`src/rtl/fetch_sequencer.sv`:
```
// Instruction fetch sequencer: owns the PC, issues one fetch at a time to
// instruction memory, presents the result to decode and handles redirects.
//
// state | meaning
// REQ   | request for pc is on the wire (after the first post-reset edge)
// WAIT  | request accepted, waiting for its response
// HOLD  | fetched instruction presented to decode, waiting for id_ready
// DRAIN | flushed request outstanding, its response will be discarded
module fetch_sequencer #(
  parameter int                   ADDR_SIZE = 32,
  parameter logic [ADDR_SIZE-1:0] RESET_PC  = 32'h8000_0000,
  parameter int                   INSTR_W   = 32
) (
  input  logic                 clk,
  input  logic                 reset,
  output logic                 imem_req_valid,
  input  logic                 imem_req_ready,
  output logic [ADDR_SIZE-1:0] imem_req_addr,
  input  logic                 imem_rsp_valid,
  input  logic [INSTR_W-1:0]   imem_rsp_data,
  output logic                 id_valid,
  input  logic                 id_ready,
  output logic [ADDR_SIZE-1:0] id_pc,
  output logic [INSTR_W-1:0]   id_instr,
  input  logic                 redirect_valid,
  input  logic [ADDR_SIZE-1:0] redirect_target,
  output logic                 busy
);

  typedef enum logic [1:0] {
    S_REQ   = 2'd0,
    S_WAIT  = 2'd1,
    S_HOLD  = 2'd2,
    S_DRAIN = 2'd3
  } state_e;

  state_e               state_q;
  logic [ADDR_SIZE-1:0] pc_q;
  logic [ADDR_SIZE-1:0] req_pc_q;
  logic                 id_valid_q;
  logic [ADDR_SIZE-1:0] id_pc_q;
  logic [INSTR_W-1:0]   id_instr_q;
  logic                 run_q;
  logic                 req_fire;
  logic [ADDR_SIZE-1:0] redirect_pc;
  logic                 unused_target_lsb;

  // Targets are halfword aligned at most; bit 0 is never fetched.
  assign redirect_pc       = {redirect_target[ADDR_SIZE-1:1], 1'b0};
  assign unused_target_lsb = redirect_target[0];

  assign imem_req_valid = run_q && (state_q == S_REQ);
  assign imem_req_addr  = pc_q;
  assign req_fire       = imem_req_valid && imem_req_ready;
  assign id_valid       = id_valid_q;
  assign id_pc          = id_pc_q;
  assign id_instr       = id_instr_q;
  assign busy           = (state_q == S_WAIT) || (state_q == S_DRAIN);

  always_ff @(posedge clk or negedge reset) begin
    if (!reset) begin
      state_q    <= S_REQ;
      pc_q       <= RESET_PC;
      req_pc_q   <= '0;
      id_valid_q <= 1'b0;
      id_pc_q    <= '0;
      id_instr_q <= '0;
      run_q      <= 1'b0;
    end else begin
      run_q <= 1'b1;
      if (redirect_valid) begin
        pc_q       <= redirect_pc;
        id_valid_q <= 1'b0;
        // A response landing with the redirect still retires the outstanding request.
        case (state_q)
          S_REQ:   if (req_fire) state_q <= S_DRAIN;
          S_WAIT:  state_q <= imem_rsp_valid ? S_REQ : S_DRAIN;
          S_DRAIN: if (imem_rsp_valid) state_q <= S_REQ;
          S_HOLD:  state_q <= S_REQ;
          default: state_q <= S_REQ;
        endcase
      end else begin
        case (state_q)
          S_REQ: begin
            if (req_fire) begin
              req_pc_q <= pc_q;
              state_q  <= S_WAIT;
            end
          end
          S_WAIT: begin
            if (imem_rsp_valid) begin
              id_valid_q <= 1'b1;
              id_pc_q    <= req_pc_q;
              id_instr_q <= imem_rsp_data;
              pc_q       <= req_pc_q + ADDR_SIZE'(4);
              state_q    <= S_HOLD;
            end
          end
          S_HOLD: begin
            if (id_ready) begin
              id_valid_q <= 1'b0;
              state_q    <= S_REQ;
            end
          end
          S_DRAIN: begin
            if (imem_rsp_valid) state_q <= S_REQ;
          end
          default: state_q <= S_REQ;
        endcase
      end
    end
  end

  // Responses only belong to an outstanding request; one straddling reset release is tolerated.
  a_rsp_only_when_outstanding : assert property (
    @(posedge clk) disable iff (!reset || !run_q)
    !(imem_rsp_valid && ((state_q == S_REQ) || (state_q == S_HOLD)))
  );

endmodule
```
`config.mk`:
```
export PLATFORM = sky130hd
export DESIGN_NAME = fetch_sequencer
export DESIGN_NICKNAME = d
export VERILOG_FILES = /design/src/rtl/fetch_sequencer.sv
export SDC_FILE = /design/constraint.sdc
export NUM_CORES = 1
export LEC_CHECK = 0
export CAP_MARGIN = 0
export CORE_ASPECT_RATIO = 1.4
export CORE_MARGIN = 2
export CORE_UTILIZATION = 35
export DETAILED_ROUTE_END_ITERATION = 8
export PLACE_DENSITY_LB_ADDON = 0.25
export SETUP_SLACK_MARGIN = 0.3
export SLEW_MARGIN = 20
export SYNTH_ARGS = -nofsm -noshare
export SYNTH_HDL_FRONTEND = slang
export SYNTH_SLANG_ARGS = --single-unit
```
`constraint.sdc`:
```
create_clock -name clk -period 2.3 [get_ports clk]
set_clock_uncertainty 0.1 [all_clocks]
set_input_delay 0.23 -clock clk [delete_from_list [all_inputs] [get_ports clk]]
set_output_delay 0.23 -clock clk [all_outputs]
set_load 0.005 [all_outputs]
```
; ---- Word-level counts from Yosys, hierarchy flattened
; Index checks and enable logic that the tools add are counted.
[classes]
reduce_logical = 12
n_bitwise = 1
n_eq_ne = 6
n_addsub = 1
mux = 16
[op_table]
columns = cell, count
row1 = $mux 32, 3
row2 = $add 32x3->32 const B, 1
row3 = $pmux 2 s4, 2
row4 = $mux 2, 7
row5 = $reduce_and 3->1, 4
row6 = $ne 3x3->1 const B, 2
row7 = $eq 2x2->1 const B, 2
row8 = $reduce_bool 2->1, 2
row9 = $mux 1, 3
row10 = $reduce_bool 3->1, 1
row11 = $eq 2x1->1 const B, 1
row12 = $logic_and 1x1->1, 2
row13 = $logic_not 2->1, 1
row14 = $ne 2x2->1 const B, 1
row15 = $pmux 1 s2, 1
row16 = $reduce_and 2->1, 1
row17 = $logic_or 1x1->1, 1
row18 = $not 1->1, 1
[word_totals]
in_bits = 70
elab_cells = 43
output_inout_bits = 99
reg_bits = 132

; ---- Longest topological paths before layout
; Gate-level depths: netlist of run 1.
[logic_depth]
depth_word = 6
mapped_depth = 7
ltp_nobuf = 6

; ---- Least setup slack after synthesis of run 1
; OpenSTA, ideal clock, no wires.
[synth_path]
path_type = register -> register
from = register req_pc_q[2]
to = register pc_q[18], in the netlist imem_req_addr[18]
path_stages_with_launch = 7
required_ns = 2.074
setup_ns = 0.126
synth_period_minus_slack_ns = 1.923
path_slack_ns = 0.377
arrival_time_ns = 1.697
cell_sequence = dfrtp_1 ha_1 nand4_1 nor4_1 nand3_1 xnor2_1 a221o_1
[synth_between]
elab_chain_cells = 4
[synth_rtl]
columns = item, line
row1 = "start, declared", 39  ; logic [ADDR_SIZE-1:0] req_pc_q;
row2 = "start signal, assigned", 86  ; req_pc_q <= pc_q;
row3 = $add 32x3->32, 95  ; pc_q <= req_pc_q + ADDR_SIZE'(4);
row4 = $mux 32, 91  ; if (imem_rsp_valid) begin
row5 = $mux 32, 83  ; case (state_q)
row6 = $mux 32, 71  ; if (redirect_valid) begin
row7 = "end signal, assigned", 72  ; pc_q <= redirect_pc;
row8 = "end signal, assigned", 95
row9 = "end, declared", 38  ; logic [ADDR_SIZE-1:0] pc_q;
; No other way between the ends. The select of a mux whose other input is x is not followed.
; A chain may end at the register's enable or synchronous reset.

; ---- Final worst setup path of run 1
[layout_path]
from = register state_q[1]
to = output port imem_req_valid
[layout_between]
elab_chain_cells = 2
[layout_rtl]
columns = item, line
row1 = "start, declared", 37  ; state_e state_q;
row2 = "start signal, assigned", 77  ; S_WAIT: state_q <= imem_rsp_valid ? S_REQ : S_DRAIN;
row3 = $logic_not 2->1, 52  ; assign imem_req_valid = run_q && (state_q == S_REQ);
row4 = $logic_and 1x1->1, 52
row5 = "end, declared", 16  ; output logic imem_req_valid,
; No other way between the ends.

==> impl_metrics.yaml, run 1 <==
global_route:
  grt_first_pass_wirelength_um: 25800
  grt_antenna_before_repair: 0
  grt-ovfl-total: 0
  grt_pass1_vias: 5022
  grt_max_degree: 59
  track_usage: 0.183
flow_run:
  drv_cap: 0
worst_setup_path:
  regToRegSetupSlack_ns: 0.42
  path_cells: "nor3b_4 > clkdlybuf4s50_1"
  cp.required_ns: 1.97
  reg2reg_from: "state_q[1]"
  path_buf_inv: 1
  crit_path_max_incr_delay_ns: 0.53
  crit_start: "state_q[1]"
  cpMaxStageDelayCell: "clkdlybuf4s50_1"
  cp_max_fo: 5
  arrival_ns: 1.62
  cp_top_family: "buffers and inverters"
  critPathLaunchType: "register"
  crit_type: "reg -> out"
  cp-end-kind: "primary output"
layout:
  nets: 842
  syn_to_final_growth_pct: 45.1
  drive_gt1_frac: 0.133
  fillers: 1493
  design_area_sq_mm: 0.00846
  diodes: 0
synth:
  synthCells: 600
  yosys.area_share.xor_xnor: 0.0376
  synth.avg_cell_area_sq_um: 9.71
  ys.flop_type: "dfrtp_1"
  synth_compound_gate_area_share: 0.0683
  synth_top_family_by_area: "simple AND/OR/NAND/NOR gates"
  synth.distinct_cells: 43
  synth-edff-count: 0
  syn_area_sq_mm: 0.00583
  synthMuxAreaShare: 0.0593
  synth-async-reset-ratio: 1.00
  ys_ff_latch: 132
  yosys_warnings: 0
  synth_simple_gate_area_frac: 0.234
  syn_nets: 671
  ys_seq_area_frac: 0.567
  yosys.area_share.adder: 0.00215
sta:
  setup-violations-final: 0
  timing.fmax_mhz: 514
  finalSetupTns_ns: 0
  holdWs_ns: 0.105
  slew_viol_final: 0
  finalCriticalPeriod_ns: 1.95
  max_slew_margin: 0.632
  rsz0062_at_grt: "no"
  worst_slew_pin_slew_ns: 0.552
  fin_crit_sh: 0.846
  hold_viol: 0
power_and_ir_drop:
  power_w: 0.00953
  pwr_density_cell_mw_per_mm2: 1130
  p_leak_nw: 3.80
  ir_drop_mv: 0.433
floorplan:
  std_cell_rows: 55
  dieArea_sq_mm: 0.0177
  die-width_um: 113
  start_util: 0.359
  io_pins: 169
  core_area_sq_mm: 0.0162
  fp.dieH_um: 157
run_status:
  status: "complete, but fails checks"
  violations: "DRC"
clocking:
  clock_latency_ns: 0.42
  numCtsBuffers: 17
  cts.sinks: 132
  ctsLongestPathBuffers: 2
  clk_pin_slew_worst_paths_ns: 0.06
  cts_tree: "yes"
  root_buffer: "clkbuf_16"
  cts_max_level: 4
place:
  place_congestion: 0.822
  hpwl_um: 11100
  numPortBuffers: 167
  placed_area_sq_mm: 0.00774
routing:
  drt_iter0_markers: 253
  m1WireLength_um: 6460
  dr_wl_met2_um: 8500
  topRoutingLayerUsed: "met4"
  wl_per_cell_um: 16.2
  via_per_inst: 4.93
  vias: 4843
  drt_wl_total_um: 16000
  wl_met3_um: 629
  ant_nets: 0
  dr.pass1.iters: 7
  drc: 8
min_path:
  min_from: "redirect_valid"
  min_path_type: "in -> reg"
cells in the final DEF (no fill, tap or decap), types with 2 or more instances in the layout:
cell type / n
nor4_1: 2
buf_6: 2
o221ai_2: 4
nor3_2: 2
inv_1: 4
nand3_4: 2
and3_1: 4
nor3_1: 2
clkdlybuf4s50_1: 165
bufinv_16: 3
nand3_1: 14
xor2_1: 15
nor4_4: 3
buf_12: 4
mux2_2: 28
clkbuf_16: 17
o21ai_0: 21
o221ai_1: 10
dfrtp_1: 128
nand2b_1: 2
nor2_4: 2
nor3b_1: 6
clkbuf_1: 2
xnor2_1: 10
dfrtp_2: 3
nand2_1: 240
nor2_1: 20
inv_6: 5
o31ai_1: 5
buf_4: 15
clkinvlp_4: 4
mux2i_1: 3
nand4_1: 7
a21oi_1: 13
tightest hold or removal path, cell delays in order:
cell	delay, ns
buf_2	0.20
nand2_1	0.08
o21ai_0	0.07
what timing repair did:
item	4_1_cts	5_1_grt
pin swaps	2	5
hold buffers	1	0
resized for setup	2	9
endpoints found under the setup margin	8	9
buffers inserted	2	4
endpoints found under the hold margin	44	0
state kept, by name, summed over array words and instances (netlist names):
signal,count
imem_req_addr,32
id_instr,32
req_pc_q,32
state_q,2
id_pc,32
id_valid,1
run_q,1
synthesized netlist by cell type (4+ instances only):
cell      instances  area share
a21oi_1          13       0.011
and3_1            4      0.0043
buf_2            15       0.013
clkbuf_1         16       0.010
dfrtp_1         131        0.56
inv_1             4      0.0026
mux2_2           28       0.054
nand2_1         240        0.15
nand3_1          14       0.012
nand4_1           7      0.0075
nor2_1           20       0.013
nor3b_1           6      0.0077
o21ai_0          21       0.018
o221ai_1         10       0.015
o221ai_2          4       0.010
o31ai_1           5      0.0064
xnor2_1          10       0.015
xor2_1           15       0.023
worst paths after layout:
| check | endpoint | cells past startpoint |
|---|---|---|
| max | imem_req_valid | 2 |
| min reg2reg | id_pc[11] | 2 |
| min | imem_req_addr[6] | 3 |
| max reg2reg | req_pc_q[14] | 6 |
| max in group asynchronous | id_instr[13] | 3 |
| min in group asynchronous | id_valid | 2 |
layout make-up:
cell class / instances / area (sq um) / area share
Sequential cell: 132 / 3310 / 0.391
Multi-Input combinational cell: 428 / 2400 / 0.283
Timing Repair Buffer: 188 / 1880 / 0.223
Clock buffer: 19 / 433 / 0.0512
Tap cell: 199 / 249 / 0.0294
Clock inverter: 13 / 173 / 0.0204
Inverter: 4 / 15.0 / 0.00178
routing by layer:
metal / GRT usage / vias to the layer above
li1: - / 2312
met1: 0.222 / 2391
met3: 0.0310 / 21
met4: 0.0830 / 0
met5: 0 / -
met2: 0.318 / 119
through the flow:
stage / worst slack [ns] / cells / util
2_1_floorplan: 0.377 / 600 / -
3_3_place_gp: 0.248 / 944 / 0.477
3_5_place_dp: 0.167 / 944 / 0.477
4_1_cts: 0.276 / 979 / 0.516
5_1_grt: 0.291 / 983 / 0.521
6_report: 0.354 / 983 / 0.521
power breakdown:
group	internal [W]	switching (W)
logic	0.00175	0.00111
registers	0.00317	0.000713
clock network	0.00172	0.00106
total	0.00665	0.00288
cell families after synthesis:
logic type,count (synthesis)
buffers and inverters,40
AO/OA/AOI/OAI,58
multiplexers,31
XOR/XNOR,25
AND/OR/NAND/NOR,312
other,1
adder cells (fa/ha/maj),1
flip-flops,132
No activity file was read; power rests on OpenSTA's default activity.
==> inputs of run 2 (changes only) <==
- clock period: 2.3 -> 1.6 ns (I/O delays scaled with it)
==> run 2 against run 1 <==
  * The flow finishes with violations (DRC, setup timing)
  * Combinational power grew 110%
  * Via count grew 17%
  * Cell count grew 16%
==> impl_metrics.yaml, run 2 (synthesis results as in run 1) <==
run_status:
  status: "complete, but fails checks"
  violations: "DRC, setup timing"
worst_setup_path:
  crit_start: "req_pc_q[2]"
  critPathLaunchType: "register"
  cp_max_fo: 4
  cp-end-kind: "register"
  arrival_ns: 2.04
  cp.required_ns: 1.78
  r2r_cells: 7
  crit_type: "reg -> reg"
  reg2reg_from: "req_pc_q[2]"
min_path:
  min_path_type: "in -> async"
global_route:
  grt_pass1_vias: 5740
  grt-ovfl-total: 0
  track_usage: 0.218
  grt_max_degree: 51
  grt_antenna_before_repair: 0
  grt_first_pass_wirelength_um: 30400
layout:
  syn_to_final_growth_pct: 81.3
  nets: 1001
  fillers: 1271
  mostFrequentLayoutCell: "nand2_1"
  mostFrequentLayoutCells: "nand2_1 (173), dfrtp_1 (131), buf_4 (116), clkdlybuf4s50_1 (66)"
  diodes: 0
  final_cells: 1142
  drive_gt1_frac: 0.435
routing:
  ant_nets: 0
  topRoutingLayerUsed: "met4"
  drc: 8
  dr_wl_met2_um: 11000
  wl_met3_um: 985
  wl_per_cell_um: 17.7
  vias: 5665
  m1WireLength_um: 7620
  drt_wl_total_um: 20300
  drt_iter0_markers: 249
  via_per_inst: 4.96
  dr.pass1.iters: 7
place:
  dp.cells: 996
  place_congestion: 0.821
  hpwl_um: 11800
  pre_cts_ws_ns: -0.253
  numPortBuffers: 167
clocking:
  clock_latency_ns: 0.41
  cts.sinks: 132
  clk_pin_slew_worst_paths_ns: 0.06
  root_buffer: "clkbuf_16"
  ctsLongestPathBuffers: 2
  cts_tree: "yes"
  cts_max_level: 4
  numCtsBuffers: 17
floorplan:
  die-width_um: 113
  start_util: 0.359
  fp.dieH_um: 157
  std_cell_rows: 55
  dieArea_sq_mm: 0.0177
  io_pins: 169
  core_area_sq_mm: 0.0162
power_and_ir_drop:
  ir_drop_mv: 0.629
  p_leak_nw: 5.08
  pwr_density_cell_mw_per_mm2: 1440
sta:
  fin_ws_ns: -0.261
  hold_viol: 0
  setup-violations-final: 128
  finalCriticalPeriod_ns: 1.86
  fin_crit_sh: 1.16
  rsz0062_at_grt: "yes"
  timing.fmax_mhz: 537
  slew_viol_final: 0
flow_run:
  drv_cap: 0
[run 2: cell count changes in the layout (fill, tap and decap cells not counted), sizes merged, moves of 3 or more]
cell,change
clkinvlp,-3
clkdlybuf4s50,-99
clkdlybuf4s15,+60
clkinv,+7
clkbuf,+29
buf,+168
[run 2: through the flow]
step	power [W]	hold slack [ns]	TNS [ns]	cell area, sq um	util
final	0.0152	0.137	-20.43	10600	0.651
after global routing	0.0160	0.166	-30.80	10600	0.651
after CTS	0.0150	0.146	-9.77	10200	0.629
after detailed placement	0.0105	0.00796	-18.91	8300	0.511
after global placement	0.0104	0.00273	-17.27	8300	0.511
after floorplan	0.00736	-0.236	-5.69	6110	-
[run 2: final timing paths]
path	end	slack, ns
max	imem_req_addr[18]	-0.26
min	id_valid	0.14
max reg2reg	imem_req_addr[18]	-0.26
min reg2reg	id_instr[26]	0.38
max in group asynchronous	id_instr[17]	0.65
min in group clk	id_instr[22]	0.19
[run 2: per-layer routing]
layer  up-vias  GRT usage
met5         -          0
met4         0     0.0708
met3        40     0.0411
met2       173      0.392
met1      2801      0.261
li1       2651          -
[run 2: cell type report]
cell class	count	area [sq um]	area share
repair buffers	347	3460	0.328
inverters	4	15.0	0.00142
clock buffers	18	429	0.0406
well taps	199	249	0.0236
flip-flops and latches	132	3300	0.313
multi-input cells	428	2960	0.280
clock inverters	14	153	0.0144
[run 2: worst max-delay path, stage by stage (launching register included)]
cell     delay, ns
dfrtp_1       0.38
ha_2          0.19
nand4_1       0.09
buf_6         0.16
nor4_4        0.19
nand3_2       0.13
xnor2_1       0.16
a221o_1       0.34
[run 2: where the power goes]
part | switching (W) | internal (W) | leakage [nW] | total, W
Clock | 0.00154 | 0.00231 | 0.285 | 0.00385
Sequential | 0.000785 | 0.00456 | 1.66 | 0.00534
Combinational | 0.00257 | 0.00344 | 3.14 | 0.00601
Total | 0.00490 | 0.0103 | 5.08 | 0.0152
[run 2: what timing repair did]
item	in CTS	in global routing
hold buffers	1	0
gates resized for setup	356	80
setup endpoints to repair	227	172
pin swaps	139	34
setup buffers	72	26
cloned	10	5
hold endpoints to repair	124	0
==> inputs of run 3 (changes only) <==
- GPL_TIMING_DRIVEN: not set -> 0
==> run 3 against run 2 <==
  * The flow still finishes with violations (DRC, setup timing)
  * Sequential share of layout area down 2.2 points
  * Sequential power up 6.4%
  * Power up 13%
  * Highest routed layer unchanged
==> impl_metrics.yaml, run 3 (synthesis results as in run 1) <==
layout:
  final_cells: 1185
  diodes: 0
  syn_to_final_growth_pct: 96.1
  mostFrequentLayoutCell: "buf_4"
  mostFrequentLayoutCells: "buf_4 (134), dfrtp_1 (117), nand2_2 (102), nand2_1 (101), clkdlybuf4s50_1 (66)"
  drive_gt1_frac: 0.573
  finish.utilization: 0.704
  nets: 1044
  fillers: 1102
power_and_ir_drop:
  power_w: 0.0171
  pwr_density_cell_mw_per_mm2: 1500
  intPower_w: 0.0115
  p_leak_nw: 5.62
  p_comb_frac: 0.411
  clockPowerShare: 0.257
  switching_share: 0.328
  ir_drop_mv: 0.673
  pwr-share-seq: 0.332
  p_switching_w: 0.00562
clocking:
  root_buffer: "clkbuf_16"
  numCtsBuffers: 17
  clock_latency_ns: 0.42
  cts_tree: "yes"
  ctsLongestPathBuffers: 2
  clk_pin_slew_worst_paths_ns: 0.06
  cts.sinks: 132
  cts_max_level: 4
sta:
  finalCriticalPeriod_ns: 1.86
  hold_viol: 0
  rsz0062_at_grt: "yes"
  fin_ws_ns: -0.256
  slew_viol_final: 0
  max_slew_margin: 0.419
  timing.fmax_mhz: 539
  setup-violations-final: 129
  fin_crit_sh: 1.16
  worst_slew_pin_slew_ns: 0.871
routing:
  drt_wl_total_um: 23100
  via_per_inst: 5.16
  drt_iter0_markers: 350
  vias: 6114
  dr.pass1.iters: 7
  wl_per_cell_um: 19.5
  drc: 8
  ant_nets: 0
worst_setup_path:
  cp_top_family: "simple AND/OR/NAND/NOR gates"
  path_cells: "buf_6 > nand2_4 > or2_4 > buf_12 > nor2_4 > buf_12 > clkbuf_16 > nand2_2 > nand2_1"
  crit_path_max_incr_delay_ns: 0.41
  arrival_ns: 2.11
  cp-end-kind: "register"
  cp.required_ns: 1.85
  crit_type: "reg -> reg"
  cpMaxStageDelayCell: "dfrtp_2"
  path_buf_inv: 4
  critPathLaunchType: "register"
  cp_max_fo: 6
  path_common_cell: "buf_12"
floorplan:
  std_cell_rows: 55
  start_util: 0.359
  fp.dieH_um: 157
  die-width_um: 113
  dieArea_sq_mm: 0.0177
  core_area_sq_mm: 0.0162
  io_pins: 169
place:
  place_congestion: 0.835
  numPortBuffers: 166
  hpwl_um: 12400
  dp.cells: 966
run_status:
  status: "complete, but fails checks"
  violations: "DRC, setup timing"
global_route:
  grt_max_degree: 74
  grt_pass1_vias: 6224
  grt-ovfl-total: 0
  track_usage: 0.241
  grt_antenna_before_repair: 0
  grt_first_pass_wirelength_um: 32800
flow_run:
  drv_cap: 0
min_path:
  min_path_type: "in -> async"
## run 3: cell count changes in the layout (fill, tap and decap cells not counted), moves of 11 or more
cell / before / now
clkdlybuf4s15_1: 59 / 31
nand2_4: 8 / 37
buf_8: 3 / 20
dfrtp_2: 0 / 14
buf_2: 11 / 30
buf_12: 19 / 8
nand2_1: 173 / 101
clkbuf_16: 21 / 34
dfrtp_1: 131 / 117
nand2_2: 59 / 102
buf_4: 116 / 134
## run 3: worst paths after layout
check                                 startpoint           to  slack, ns  cells after the start
worst max-delay path                  state_q[0]  id_instr[0]      -0.26                      9
worst min-delay path                       reset     id_valid       0.20                      2
worst max register to register        state_q[0]  id_instr[0]      -0.26                      9
worst min register to register       id_instr[8]  id_instr[8]       0.40                      2
max in group asynchronous                  reset  req_pc_q[8]       0.48                      3
min in group clk                imem_rsp_data[6]  id_instr[6]       0.20                      3
## run 3: per-stage QoR
| step | TNS [ns] | setup WS [ns] | area [sq um] | hold slack (ns) |
|---|---|---|---|---|
| after global routing | -30.81 | -0.324 | 11400 | 0.199 |
| after global placement | -682.46 | -4.84 | 8020 | 0.354 |
| after CTS | -11.52 | -0.186 | 10700 | 0.163 |
| final | -24.87 | -0.256 | 11400 | 0.195 |
| after floorplan | -5.69 | -0.241 | 6110 | -0.236 |
| after detailed placement | -49.75 | -0.549 | 8060 | 0.0736 |
## run 3: area by class of cell
class                   instances  area, sq um  area share
flip-flops and latches        132         3320       0.291
repair buffers                354         3330       0.292
clock inverters                14          224      0.0196
well taps                     199          249      0.0218
inverters                       4         15.0     0.00131
multi-input cells             428         3330       0.291
clock buffers                  18          429      0.0375
plain buffers                  36          533      0.0466
## run 3: repair_timing
| action | in CTS | in global routing |
|---|---|---|
| cloned | 17 | 8 |
| gates resized for setup | 441 | 202 |
| pin swaps | 44 | 94 |
| endpoints found under the hold margin | 72 | 0 |
| hold buffers | 1 | 0 |
| setup buffers | 124 | 37 |
| endpoints found under the setup margin | 227 | 188 |
## run 3: worst register-to-register path: stages, from the launching register on
cell,delay (ns)
dfrtp_2,0.41
buf_6,0.12
nand2_4,0.05
or2_4,0.27
buf_12,0.14
nor2_4,0.22
buf_12,0.20
clkbuf_16,0.17
nand2_2,0.05
nand2_1,0.06
## run 3: per-layer routing
layer	global-route usage	vias up	wire, um
met4	0.0912	0	786
met5	0	-	0
met1	0.276	3095	8570
met2	0.441	223	12600
li1	-	2741	-
met3	0.0476	55	1080
## run 3: power groups by stage
| stage | clock [W] | combinational (W) | sequential [W] |
|---|---|---|---|
| global placement | 0 | 0.00427 | 0.00562 |
| CTS | 0.00441 | 0.00616 | 0.00554 |
| detailed placement | 0 | 0.00437 | 0.00567 |
| floorplan | 0 | 0.00186 | 0.00550 |
| global route | 0.00458 | 0.00750 | 0.00579 |
| finish | 0.00440 | 0.00704 | 0.00568 |
